<file path="config.mk">
export PLATFORM = sky130hd
export DESIGN_NAME = asi_reconfig_sequencer_flat
export DESIGN_NICKNAME = d
export VERILOG_FILES = /design/src/rtl/asi_reconfig_sequencer_if.sv /design/src/rtl/asi_reconfig_sequencer.sv /design/src/flat_wrapper.sv
export SDC_FILE = /design/constraint.sdc
export NUM_CORES = 1
export LEC_CHECK = 0
export CORE_AREA = 2 2 58 60
export CTS_BUF_LIST = sky130_fd_sc_hd__clkbuf_16
export CTS_CLUSTER_DIAMETER = 60
export DETAILED_ROUTE_END_ITERATION = 6
export DIE_AREA = 0 0 60 62
export PLACE_DENSITY = 0.76
export SETUP_SLACK_MARGIN = 0.05
export SLEW_MARGIN = 20
export SYNTH_ARGS = -nofsm -noshare
export SYNTH_HDL_FRONTEND = slang
export SYNTH_SLANG_ARGS = --single-unit
export TNS_END_PERCENT = 100
</file>
<file path="constraint.sdc">
create_clock -name i_Clk27Mhz -period 2.35 [get_ports i_Clk27Mhz]
set_clock_uncertainty 0.15 [all_clocks]
set_input_delay 0.3525 -clock i_Clk27Mhz [delete_from_list [all_inputs] [get_ports i_Clk27Mhz]]
set_output_delay 0.3525 -clock i_Clk27Mhz [all_outputs]
set_load 0.01 [all_outputs]
</file>
<file path="src/rtl/asi_reconfig_sequencer_if.sv">
// Config and datapath handshake bundle between the ASI reconfig sequencer,
// the CPU config registers and the ASI write ctrl / FIFO / read ctrl.
interface asi_reconfig_sequencer_if;
  logic       i_BtsComp;
  logic       i_AsiMode;
  logic       i_ReqAlteraModo;
  logic       i_PktEnd;
  logic       i_RdBusy;
  logic       i_FifoEmpty;
  logic [7:0] o_PacketLength;
  logic       o_AsiMode;
  logic       o_RdHold;
  logic       o_FifoClr;
  logic       o_Busy;
  logic       o_CfgDone;
  logic       o_DrainTimeout;
  logic [7:0] o_ChangeCount;

  modport master (
    output i_BtsComp, i_AsiMode, i_ReqAlteraModo,
    output i_PktEnd, i_RdBusy, i_FifoEmpty,
    input  o_PacketLength, o_AsiMode, o_RdHold, o_FifoClr,
    input  o_Busy, o_CfgDone, o_DrainTimeout, o_ChangeCount
  );

  modport slave (
    input  i_BtsComp, i_AsiMode, i_ReqAlteraModo,
    input  i_PktEnd, i_RdBusy, i_FifoEmpty,
    output o_PacketLength, o_AsiMode, o_RdHold, o_FifoClr,
    output o_Busy, o_CfgDone, o_DrainTimeout, o_ChangeCount
  );
endinterface

</file>
<file path="src/rtl/asi_reconfig_sequencer.sv">
// ASI output-path reconfig sequencer: drain the in-flight packet, clear the
// FIFO, load the new packet length / mode, settle, then release reads.
module asi_reconfig_sequencer #(
  parameter int unsigned CLR_CYCLES    = 4,
  parameter int unsigned SETTLE_CYCLES = 8,
  parameter int unsigned DRAIN_TIMEOUT = 408
) (
  input logic i_Clk27Mhz,
  input logic i_Rst27Mhz,
  asi_reconfig_sequencer_if.slave bus
);
  localparam int unsigned MaxAb =
    (CLR_CYCLES > SETTLE_CYCLES) ? CLR_CYCLES : SETTLE_CYCLES;
  localparam int unsigned MaxC =
    (MaxAb > DRAIN_TIMEOUT) ? MaxAb : DRAIN_TIMEOUT;
  localparam int unsigned CW = $clog2(MaxC + 1);

  localparam logic [CW-1:0] ClrLast = CW'(CLR_CYCLES - 1);
  localparam logic [CW-1:0] SetLast = CW'(SETTLE_CYCLES - 1);
  localparam logic [CW-1:0] TmoLast = CW'(DRAIN_TIMEOUT - 1);
  localparam logic [7:0] Len188 = 8'd188;
  localparam logic [7:0] Len204 = 8'd204;

  typedef enum logic [1:0] {
    RUN, DRAIN, FLUSH, SETTLE
  } state_e;

  state_e        state_q, state_d;
  logic [CW-1:0] cnt_q, cnt_d;
  logic [1:0]    bts_sync_q, mode_sync_q;
  logic          req_q, req_d;
  logic          boot_q, boot_d;
  logic [7:0]    len_q, len_d;
  logic          mode_q, mode_d;
  logic          hold_q, hold_d;
  logic          clr_q, clr_d;
  logic          busy_q, busy_d;
  logic          done_q, done_d;
  logic          tmo_q, tmo_d;
  logic [7:0]    chg_q, chg_d;

  logic s_bts, s_mode, cfg_pend;
  logic flush_entry;

  assign s_bts    = bts_sync_q[1];
  assign s_mode   = mode_sync_q[1];
  assign cfg_pend = (s_mode != mode_q) |
                    ((s_bts ? Len188 : Len204) != len_q);

  always_comb begin
    state_d = state_q;
    cnt_d   = cnt_q + 1'b1;
    tmo_d   = 1'b0;
    done_d  = 1'b0;
    chg_d   = chg_q;
    unique case (state_q)
      RUN: begin
        cnt_d = '0;
        if (cfg_pend | req_q | bus.i_ReqAlteraModo) state_d = DRAIN;
      end
      DRAIN: begin
        // end-of-packet outranks the timeout on the same cycle
        if (bus.i_PktEnd) begin
          state_d = FLUSH;
        end else if (!bus.i_RdBusy && bus.i_FifoEmpty) begin
          state_d = FLUSH;
        end else if (cnt_q == TmoLast) begin
          state_d = FLUSH;
          tmo_d   = 1'b1;
        end
      end
      FLUSH: begin
        if (cnt_q == ClrLast) state_d = SETTLE;
      end
      SETTLE: begin
        if (cnt_q == SetLast) begin
          state_d = RUN;
          done_d  = 1'b1;
          chg_d   = chg_q + 8'd1;
        end
      end
    endcase
    if (state_d != state_q) cnt_d = '0;
  end

  assign flush_entry = (state_d == FLUSH) && (state_q != FLUSH);

  always_comb begin
    req_d  = req_q | bus.i_ReqAlteraModo;
    boot_d = boot_q;
    len_d  = len_q;
    mode_d = mode_q;
    if (flush_entry) req_d = bus.i_ReqAlteraModo;
    // the startup flush keeps tracking inputs until the synchronisers fill
    if (flush_entry || (boot_q && state_q == FLUSH)) begin
      len_d  = s_bts ? Len188 : Len204;
      mode_d = s_mode;
    end
    if (state_q == FLUSH && state_d != FLUSH) boot_d = 1'b0;
    hold_d = (state_d == FLUSH) || (state_d == SETTLE);
    clr_d  = (state_d == FLUSH);
    busy_d = (state_d != RUN);
  end

  always_ff @(posedge i_Clk27Mhz or posedge i_Rst27Mhz) begin
    if (i_Rst27Mhz) begin
      state_q     <= FLUSH;
      cnt_q       <= '0;
      bts_sync_q  <= '0;
      mode_sync_q <= '0;
      req_q       <= 1'b0;
      boot_q      <= 1'b1;
      len_q       <= Len204;
      mode_q      <= 1'b0;
      hold_q      <= 1'b1;
      clr_q       <= 1'b1;
      busy_q      <= 1'b1;
      done_q      <= 1'b0;
      tmo_q       <= 1'b0;
      chg_q       <= '0;
    end else begin
      state_q     <= state_d;
      cnt_q       <= cnt_d;
      bts_sync_q  <= {bts_sync_q[0], bus.i_BtsComp};
      mode_sync_q <= {mode_sync_q[0], bus.i_AsiMode};
      req_q       <= req_d;
      boot_q      <= boot_d;
      len_q       <= len_d;
      mode_q      <= mode_d;
      hold_q      <= hold_d;
      clr_q       <= clr_d;
      busy_q      <= busy_d;
      done_q      <= done_d;
      tmo_q       <= tmo_d;
      chg_q       <= chg_d;
    end
  end

  assign bus.o_PacketLength = len_q;
  assign bus.o_AsiMode      = mode_q;
  assign bus.o_RdHold       = hold_q;
  assign bus.o_FifoClr      = clr_q;
  assign bus.o_Busy         = busy_q;
  assign bus.o_CfgDone      = done_q;
  assign bus.o_DrainTimeout = tmo_q;
  assign bus.o_ChangeCount  = chg_q;
endmodule

</file>
<file path="src/flat_wrapper.sv">
// flat-port wrapper written by rule: the top's interface ports become plain ports
module asi_reconfig_sequencer_flat 
#(
  parameter int unsigned CLR_CYCLES    = 4,
  parameter int unsigned SETTLE_CYCLES = 8,
  parameter int unsigned DRAIN_TIMEOUT = 408
)
  (i_Clk27Mhz, i_Rst27Mhz, bus_i_BtsComp, bus_i_AsiMode, bus_i_ReqAlteraModo, bus_i_PktEnd, bus_i_RdBusy, bus_i_FifoEmpty, bus_o_PacketLength, bus_o_AsiMode, bus_o_RdHold, bus_o_FifoClr, bus_o_Busy, bus_o_CfgDone, bus_o_DrainTimeout, bus_o_ChangeCount);
  asi_reconfig_sequencer_if bus_i ();
  input logic i_Clk27Mhz;
  input logic i_Rst27Mhz;
  input wire logic [$bits(bus_i.i_BtsComp)-1:0] bus_i_BtsComp;
  input wire logic [$bits(bus_i.i_AsiMode)-1:0] bus_i_AsiMode;
  input wire logic [$bits(bus_i.i_ReqAlteraModo)-1:0] bus_i_ReqAlteraModo;
  input wire logic [$bits(bus_i.i_PktEnd)-1:0] bus_i_PktEnd;
  input wire logic [$bits(bus_i.i_RdBusy)-1:0] bus_i_RdBusy;
  input wire logic [$bits(bus_i.i_FifoEmpty)-1:0] bus_i_FifoEmpty;
  output wire logic [$bits(bus_i.o_PacketLength)-1:0] bus_o_PacketLength;
  output wire logic [$bits(bus_i.o_AsiMode)-1:0] bus_o_AsiMode;
  output wire logic [$bits(bus_i.o_RdHold)-1:0] bus_o_RdHold;
  output wire logic [$bits(bus_i.o_FifoClr)-1:0] bus_o_FifoClr;
  output wire logic [$bits(bus_i.o_Busy)-1:0] bus_o_Busy;
  output wire logic [$bits(bus_i.o_CfgDone)-1:0] bus_o_CfgDone;
  output wire logic [$bits(bus_i.o_DrainTimeout)-1:0] bus_o_DrainTimeout;
  output wire logic [$bits(bus_i.o_ChangeCount)-1:0] bus_o_ChangeCount;
  assign bus_i.i_BtsComp = bus_i_BtsComp;
  assign bus_i.i_AsiMode = bus_i_AsiMode;
  assign bus_i.i_ReqAlteraModo = bus_i_ReqAlteraModo;
  assign bus_i.i_PktEnd = bus_i_PktEnd;
  assign bus_i.i_RdBusy = bus_i_RdBusy;
  assign bus_i.i_FifoEmpty = bus_i_FifoEmpty;
  assign bus_o_PacketLength = bus_i.o_PacketLength;
  assign bus_o_AsiMode = bus_i.o_AsiMode;
  assign bus_o_RdHold = bus_i.o_RdHold;
  assign bus_o_FifoClr = bus_i.o_FifoClr;
  assign bus_o_Busy = bus_i.o_Busy;
  assign bus_o_CfgDone = bus_i.o_CfgDone;
  assign bus_o_DrainTimeout = bus_i.o_DrainTimeout;
  assign bus_o_ChangeCount = bus_i.o_ChangeCount;
  asi_reconfig_sequencer #(.CLR_CYCLES(CLR_CYCLES), .SETTLE_CYCLES(SETTLE_CYCLES), .DRAIN_TIMEOUT(DRAIN_TIMEOUT)) u_core (.i_Clk27Mhz(i_Clk27Mhz), .i_Rst27Mhz(i_Rst27Mhz), .bus(bus_i));
endmodule
</file>
== Word level (Yosys, flattened, before mapping) ==
Cells that the tools add are included.

* Flip-flop bits (word level): 39
* Input bits: 8
* Output and inout port bits: 22

* $add $sub $neg: 2
* Eq/ne operators: 13
* Muxes and demuxes: 17
* Bitwise gates (word level): 4
* Reductions and logical operators: 10

{| class="wikitable"
|+ Operators by type and width
! cell !! count
|-
| 9-bit two-way mux || 2
|-
| 2-bit two-way mux || 6
|-
| 9-bit by 1-bit adder with 9-bit output (second input constant) || 1
|-
| 9-bit by 2-bit equality test with 1-bit output (second input constant) || 1
|-
| 9-bit by 3-bit equality test with 1-bit output (second input constant) || 1
|-
| 9-bit equality test (second input constant) || 1
|-
| 8-bit by 1-bit adder with 8-bit output (second input constant) || 1
|-
| 2-bit equality test (second input constant) || 4
|-
| 8-bit inequality test || 1
|-
| 2-bit case mux with 4 select lines || 1
|-
| 1-bit two-way mux || 7
|-
| 7-bit two-way mux || 1
|-
| 1-bit logical AND || 4
|-
| 2-bit inequality test (second input constant) || 2
|-
| 1-bit bitwise OR || 4
|-
| 2-bit by 1-bit equality test with 1-bit output (second input constant) || 1
|-
| 2-bit logical NOT || 1
|-
| 1-bit logical OR || 2
|-
| 2-bit inequality test || 1
|-
| 2-bit AND reduction || 1
|-
| 2-bit nonzero test || 1
|-
| 1-bit logical NOT || 1
|-
| 1-bit inequality test || 1
|}

== Longest topological paths before layout ==
Gate-level depths: netlist of run 1.

* Word-level depth: 10
* Gate-level depth with buffers: 7
* Depth with buffers taken out: 6

== Worst setup path after synthesis of run 1 ==
No wires, ideal clock.

* Kind: register to register
* From: reg u_core.cnt_q[3]
* To: reg u_core.mode_q, in the netlist u_core.bus.o_AsiMode
* Arrival time: 1.581 ns
* Path slack: 0.494 ns
* Stages on the path, launching flop included: 6
* Period minus slack after synthesis: 1.856 ns
* Cells stage by stage: dfrtp_1 > or3_1 > nor3_2 > nor2_2 > o22ai_2 > mux2_2

* Cells in the longest elaborated chain, start to end: 8
* Elaborated cells between the ends (all ways): 12
* Classes of those cells: eq/ne (4); mux (6); reduce/logical (2)

{| class="wikitable"
|+ RTL lines
! element !! RTL line !! source
|-
| from (decl) || asi_reconfig_sequencer.sv:29 || <nowiki>logic [CW-1:0] cnt_q, cnt_d;</nowiki>
|-
| from (signal assigned) || asi_reconfig_sequencer.sv:123 || <nowiki>cnt_q <= cnt_d;</nowiki>
|-
| 9-bit equality test || asi_reconfig_sequencer.sv:67 || <nowiki>end else if (cnt_q == TmoLast) begin</nowiki>
|-
| 2-bit two-way mux || asi_reconfig_sequencer.sv:67 ||
|-
| 2-bit two-way mux || asi_reconfig_sequencer.sv:65 || <nowiki>end else if (!bus.i_RdBusy && bus.i_FifoEmpty) begin</nowiki>
|-
| 2-bit two-way mux || asi_reconfig_sequencer.sv:63 || <nowiki>if (bus.i_PktEnd) begin</nowiki>
|-
| 2-bit case mux with 4 select lines * || asi_reconfig_sequencer.sv:56 || <nowiki>unique case (state_q)</nowiki>
|-
| 2-bit equality test * || asi_reconfig_sequencer.sv:86 || <nowiki>assign flush_entry = (state_d == FLUSH) && (state_q != FLUSH);</nowiki>
|-
| 1-bit logical AND * || asi_reconfig_sequencer.sv:86 ||
|-
| 1-bit logical OR * || asi_reconfig_sequencer.sv:95 || <nowiki>if (flush_entry || (boot_q && state_q == FLUSH)) begin</nowiki>
|-
| to (signal assigned) || asi_reconfig_sequencer.sv:129 || <nowiki>mode_q <= mode_d;</nowiki>
|-
| to (decl) || asi_reconfig_sequencer.sv:34 || <nowiki>logic mode_q, mode_d;</nowiki>
|}

Mark *: on every way between the ends. The rest lies on a longest branch, timed or not.
A chain may end at the register's enable or synchronous reset.

== Worst setup path in the final report of run 1 ==
* From: reg u_core.cnt_q[0]
* To: reg u_core.len_q[5], in the netlist u_core.bus.o_PacketLength[5]

* Cells in the longest elaborated chain, start to end: 8
* Elaborated cells between the ends (all ways): 12
* Classes of those cells: eq/ne (4); mux (6); reduce/logical (2)

{| class="wikitable"
|+ RTL lines
! element !! RTL line !! source
|-
| 9-bit equality test || asi_reconfig_sequencer.sv:67 ||
|-
| 2-bit two-way mux || asi_reconfig_sequencer.sv:67 ||
|-
| 2-bit two-way mux || asi_reconfig_sequencer.sv:65 ||
|-
| 2-bit two-way mux || asi_reconfig_sequencer.sv:63 ||
|-
| 2-bit case mux with 4 select lines * || asi_reconfig_sequencer.sv:56 ||
|-
| 2-bit equality test * || asi_reconfig_sequencer.sv:86 ||
|-
| 1-bit logical AND * || asi_reconfig_sequencer.sv:86 ||
|-
| 1-bit logical OR * || asi_reconfig_sequencer.sv:95 ||
|-
| to (signal assigned) || asi_reconfig_sequencer.sv:113 || <nowiki>len_q <= Len204;</nowiki>
|-
| to (signal assigned) || asi_reconfig_sequencer.sv:128 || <nowiki>len_q <= len_d;</nowiki>
|-
| to (decl) || asi_reconfig_sequencer.sv:33 || <nowiki>logic [7:0] len_q, len_d;</nowiki>
|}

Marks and branches as above.

==> flow_summary.ini, run 1 <==
[routing]
routed_wl_mm = 2.544
first_iter_violations = 53
drtPass1Iterations = 4
num_vias = 1000
via_per_inst = 4.831
wl_per_cell_um = 12.29
ant_nets = 0
drcViolationCount = 0

[job]
maxCapViolations = 0

[global_routing]
antenna_found_initial = 0
grt_overflow_total = 0
grt_max_degree = 34
grt_pass1_wl_mm = 4.119
track_usage_pct = 15.15
grt_pass1_vias = 960

[final_layout]
final_common_cell = dfrtp_1
fillers = 263
final_cell_mix = 27 x dfrtp_1, 24 x clkdlybuf4s50_1, 13 x nor2_1
layout.nets = 170
final_layout_size_suffix_gt1_share_pct = 16.77
syn2layout_area_growth_pct = 26.49
antenna-diode-count = 0

[clocking]
cts_sinks = 33
clock_latency_ns = 0.27
post_cts_buffers = 0
cts_tree = yes
post_cts_resized = 0
h-tree-depth = 2
cts_buffers = 5
path_clk_slew_ns = 0.05
hold_buffers = 0
clockBufferDepth = 2
cts-root-buf = clkbuf_16

[critical_path]
rr_worst_depth = 6
worstPathArrival_ns = 2.00
r2r-start = u_core.cnt_q[0]$_DFF_PP0_
cp-start-kind = register
worst_ep_required_time_ns = 2.36
r2r_slack_ns = 0.35
critPathMaxStageDelay_ns = 0.37
crit_slowest_cell = dfrtp_1
path_max_fanout = 8
path_class = register to register
crit_chain = ha_1 -> nand3_1 -> nor3_2 -> nor2_2 -> o22ai_2 -> mux2_2
crit_path_end_kind = register
timing.rr.end = u_core.bus.o_PacketLength[5]$_DFFE_PP0P_

[place]
io_buffers = 24
post-dp-hpwl_mm = 1.809
gp_congestion = 0.7811

[worst_hold_path]
hold_path_class = register to register
hold_start = u_core.mode_sync_q[0]$_DFF_PP0_
hold-path-cell-count = 0
holdPathEnd = u_core.mode_sync_q[1]$_DFF_PP0_

[synthesis]
postSynthRegisterBits = 33
yosysSeqAreaShare_pct = 55.83
avgSynthCellArea_um2 = 11.22
yosys_warnings = 0
syn-instance-count = 133
syn_area_um2 = 1493
ys_top_cells_by_area = dfrtp_1 45%, dfstp_2 11%, xnor2_1 5.3%
ys_types = 35
synth_top_area_share_pct = 45.26
synth_top_area_cell = dfrtp_1

[timing]
fin_crit_ns = 1.999
hold_violations = 0
rsz0062_at_grt = false
fmax_mhz = 500.3
setup_viol = 0
timing.final.crit_share_pct = 85.06
timing.setup.tns_ns = 0
slew_viol_final = 0

[power_and_ir_drop]
p_per_area_nw_per_um2 = 1092
p_total_mw = 2.062
p_int_mw = 1.412
leakagePower_nw = 0.8351
switching_power_mw = 0.6500
seq_power_share_pct = 42.0
peakVddDrop_mv = 0.6176
swShare_pct = 31.53
power.clock.fraction_pct = 29.2
comb_power_share_pct = 28.9

[floorplanning]
row_count = 21
start_util_pct = 46.95
ios = 30
coreArea_um2 = 3179
die_w_um = 60
die_h_um = 62
dieArea_um2 = 3720

[outcome]
status = complete, no violations
-- synthesized netlist by cell type, drive strengths merged --
library cell  instances
a211o                 1
a21oi                 1
a311oi                1
a31oi                 1
and2                  1
and2b                 1
and3                  3
buf                   8
conb                  2
dfrtp                27
dfstp                 6
ha                    2
inv                   8
mux2                  3
mux2i                 1
nand2                 7
nand2b                4
nand3                 7
nand4                 2
nor2                 16
nor3                  6
nor3b                 1
o2111ai               1
o211a                 1
o21ai                 1
o22ai                 1
o31a                  1
o41a                  1
or3                   3
xnor2                 9
xor2                  6
-- layer usage --
layer	vias up	wire (um)	global-route usage, %
li1	487	-	-
met1	492	1130	17.55
met2	19	1290	25.00
met3	2	106	6.418
met4	0	17	6.032
met5	-	0	0
-- layout make-up --
class | instances | area (um^2) | area share, %
multi-input cells | 87 | 580.6 | 30.75
flip-flops and latches | 33 | 833.3 | 44.14
well taps | 46 | 57.56 | 3.048
clock buffers | 5 | 125.1 | 6.627
repair buffers | 25 | 247.7 | 13.12
clock inverters | 3 | 13.76 | 0.7290
inverters | 8 | 30.03 | 1.590
-- per-stage QoR --
step | instances | setup slack, ns | hold WS, ns | area (um^2) | utilization [%]
2_1_floorplan | 136 | 0.4944 | 0.1812 | 1504 | -
3_3_place_gp | 199 | 0.2677 | 0.1827 | 1749 | 55.02
3_5_place_dp | 199 | 0.2228 | 0.1998 | 1749 | 55.02
4_1_cts | 207 | 0.3337 | 0.2112 | 1888 | 59.39
5_1_grt | 207 | 0.1944 | 0.2154 | 1888 | 59.39
6_report | 207 | 0.3511 | 0.2067 | 1888 | 59.39
-- cell families after synthesis --
logic type | synth area share (%)
AND/OR/NAND/NOR | 18.27
flip-flops | 55.83
buffers and inverters | 6.035
XOR/XNOR | 8.802
AO/OA/AOI/OAI | 5.952
multiplexers | 2.934
adder cells (fa/ha/maj) | 1.676
other | 0.5031
-- power groups by stage --
stage | combinational (mW) | sequential, mW | clock, mW
floorplan | 0.407 | 0.855 | 0
global placement | 0.578 | 0.861 | 0
detailed placement | 0.594 | 0.875 | 0
CTS | 0.600 | 0.866 | 0.613
global route | 0.658 | 0.889 | 0.642
finish | 0.595 | 0.866 | 0.601
-- worst max-delay path by stage --
stage                                    startpoint                                  endpoint  slack (ns)  cells after the start
after floorplan           u_core.cnt_q[3]$_DFF_PP0_          u_core.bus.o_AsiMode$_DFFE_PP0P_        0.49                      5
after detailed placement               bus_i_RdBusy  u_core.bus.o_PacketLength[5]$_DFFE_PP0P_        0.22                      6
final                     u_core.cnt_q[0]$_DFF_PP0_  u_core.bus.o_PacketLength[5]$_DFFE_PP0P_        0.35                      6
after CTS                 u_core.cnt_q[0]$_DFF_PP0_  u_core.bus.o_PacketLength[5]$_DFFE_PP0P_        0.33                      6
after global routing      u_core.cnt_q[3]$_DFF_PP0_                 u_core.cnt_q[2]$_DFF_PP0_        0.19                      5
after global placement                 bus_i_RdBusy  u_core.bus.o_PacketLength[5]$_DFFE_PP0P_        0.27                      6
-- worst max-delay path, delay by kind of cell (launching register included) --
family | cells | cell delay, ns
flops | 1 | 0.37
mux | 1 | 0.37
fa+ha+maj | 1 | 0.33
compound gates | 1 | 0.18
simple gates | 3 | 0.48
-- flip-flops by register name, indices dropped and copies added (netlist names) --
| name | cells |
|---|---|
| u_core.state_q | 2 |
| u_core.mode_sync_q | 2 |
| u_core.bus.o_AsiMode | 1 |
| u_core.req_q | 1 |
| u_core.bus.o_Busy | 1 |
| u_core.bus.o_CfgDone | 1 |
| u_core.boot_q | 1 |
| u_core.bts_sync_q | 2 |
| u_core.bus.o_DrainTimeout | 1 |
| u_core.bus.o_ChangeCount | 8 |
| u_core.cnt_q | 9 |
| u_core.bus.o_FifoClr | 1 |
| u_core.bus.o_RdHold | 1 |
| u_core.bus.o_PacketLength | 2 |
(Power assumes the default switching activity.)
==> run 2, diff against run 1 <==
--- a/config.mk
+++ b/config.mk
@@ -5,13 +5,15 @@
 export SDC_FILE = /design/constraint.sdc
 export NUM_CORES = 1
 export LEC_CHECK = 0
-export CORE_AREA = 2 2 58 60
+export CORE_AREA = 2 2 56 58
 export CTS_BUF_LIST = sky130_fd_sc_hd__clkbuf_16
 export CTS_CLUSTER_DIAMETER = 60
 export DETAILED_ROUTE_END_ITERATION = 6
-export DIE_AREA = 0 0 60 62
-export PLACE_DENSITY = 0.76
+export DIE_AREA = 0 0 58 60
+export DONT_BUFFER_PORTS = 1
+export PLACE_DENSITY = 0.67
 export SETUP_SLACK_MARGIN = 0.05
+export SKIP_CTS_REPAIR_TIMING = 1
 export SLEW_MARGIN = 20
 export SYNTH_ARGS = -nofsm -noshare
 export SYNTH_HDL_FRONTEND = slang
==> flow_summary.ini, run 2 (synthesis gave the netlist of run 1 again) <==
[outcome]
status = complete, no violations

[place]
placed_area_um2 = 1493
io_buffers = 0
dp.cells = 162
post-dp-hpwl_mm = 1.704
gp_congestion = 0.7519
pre_cts_slack_ns = 0.3496

[critical_path]
critPathMaxStageDelay_ns = 0.37
path_class = register to register
crit_slowest_cell = dfrtp_1
cp-start-kind = register
worst_ep_required_time_ns = 2.36
cp_num_buf_inv = 0
worstPathArrival_ns = 2.01
path_max_fanout = 8
crit_path_end_kind = register
cpLargestDelayFamily = simple AND/OR/NAND/NOR gates
crit_chain = ha_1 -> nand3_1 -> nor3_2 -> nor2_2 -> o22ai_2 -> mux2_2

[final_layout]
final_cell_mix = 27 x dfrtp_1, 13 x nor2_1, 9 x xnor2_1
final_common_cell = dfrtp_1
regMostFlops = u_core.cnt_q
final_cell_area_um2 = 1660
largest_reg_flops = 9
final_layout_size_suffix_gt1_share_pct = 18.57
layout.nets = 149
final_core_util_pct = 57.20
multi_input_area_um2 = 580.6
syn2layout_area_growth_pct = 11.23
antenna-diode-count = 0
final-seq-area_um2 = 833.3
fin_cells = 173
fillers = 253

[routing]
drcViolationCount = 0
routed_wl_mm = 2.470
wl_per_cell_um = 14.28
ant_nets = 0
first_iter_violations = 42
via_per_inst = 5.324
drtPass1Iterations = 4
num_vias = 921

[floorplanning]
row_count = 20
coreArea_um2 = 2903
start_util_pct = 51.42
die_w_um = 58
ios = 30
die_h_um = 60
dieArea_um2 = 3480

[timing]
slew_headroom_pct = 66.95
fin_crit_ns = 1.999
fmax_mhz = 500.4
whs_ns = 0.04510
timing.final.crit_share_pct = 85.04
setup_viol = 0
slew_viol_final = 0
rsz0062_at_grt = false
worst_slack_ns = 0.3515
worst_pin_slew_ns = 0.4924
hold_violations = 0
timing.setup.tns_ns = 0

[power_and_ir_drop]
peakVddDrop_mv = 0.7330
p_per_area_nw_per_um2 = 1165
leakagePower_nw = 0.7520
p_total_mw = 1.934

[global_routing]
grt_overflow_total = 0
antenna_found_initial = 0
grt_pass1_vias = 926
grt_pass1_wl_mm = 3.939
track_usage_pct = 15.66
grt_max_degree = 34

[clocking]
cts_tree = yes
clockBufferDepth = 2
path_clk_slew_ns = 0.05
clock_latency_ns = 0.27
cts-root-buf = clkbuf_16
h-tree-depth = 2
cts_sinks = 33
cts_buffers = 5

[worst_hold_path]
hold_path_class = input port to register

[job]
maxCapViolations = 0
-- run 2: changes by cell type in the layout (fill, tap and decap cells not counted), sizes merged --
cell           delta
clkinv            +1
dlygate4sd3       +3
inv               -1
clkdlybuf4s50    -24
-- run 2: cell type report --
class	count	share of cell area (%)
inverter	8	1.809
timing repair buffer	4	2.261
sequential	33	50.19
multi-input combinational	87	34.97
tap	33	2.487
clock inverter	3	0.7536
clock buffer	5	7.536
-- run 2: power by group --
group	leakage [nW]	internal, mW	switching, mW
Combinational	0.272	0.202	0.237
Sequential	0.411	0.725	0.178
Clock	0.0687	0.381	0.211
-- run 2: worst paths after layout --
| kind | startpoint | end | slack [ns] | cells after the start |
|---|---|---|---|---|
| worst max-delay path | u_core.cnt_q[0]$_DFF_PP0_ | u_core.bus.o_PacketLength[5]$_DFFE_PP0P_ | 0.35 | 6 |
| worst min-delay path | bus_i_ReqAlteraModo | u_core.req_q$_DFF_PP0_ | 0.05 | 1 |
| worst max register to register | u_core.cnt_q[0]$_DFF_PP0_ | u_core.bus.o_PacketLength[5]$_DFFE_PP0P_ | 0.35 | 6 |
| worst min register to register | u_core.mode_sync_q[0]$_DFF_PP0_ | u_core.mode_sync_q[1]$_DFF_PP0_ | 0.20 | 0 |
| max in group asynchronous | i_Rst27Mhz | u_core.bus.o_Busy$_DFF_PP1_ | 1.25 | 3 |
| min in group asynchronous | i_Rst27Mhz | u_core.bus.o_ChangeCount[7]$_DFFE_PP0P_ | 0.47 | 3 |
-- run 2: layer usage --
metal	wire [um]	GRT usage (%)
met1	1030	16.60
met5	0	0
met3	122	5.411
met2	1266	27.11
met4	51	8.970
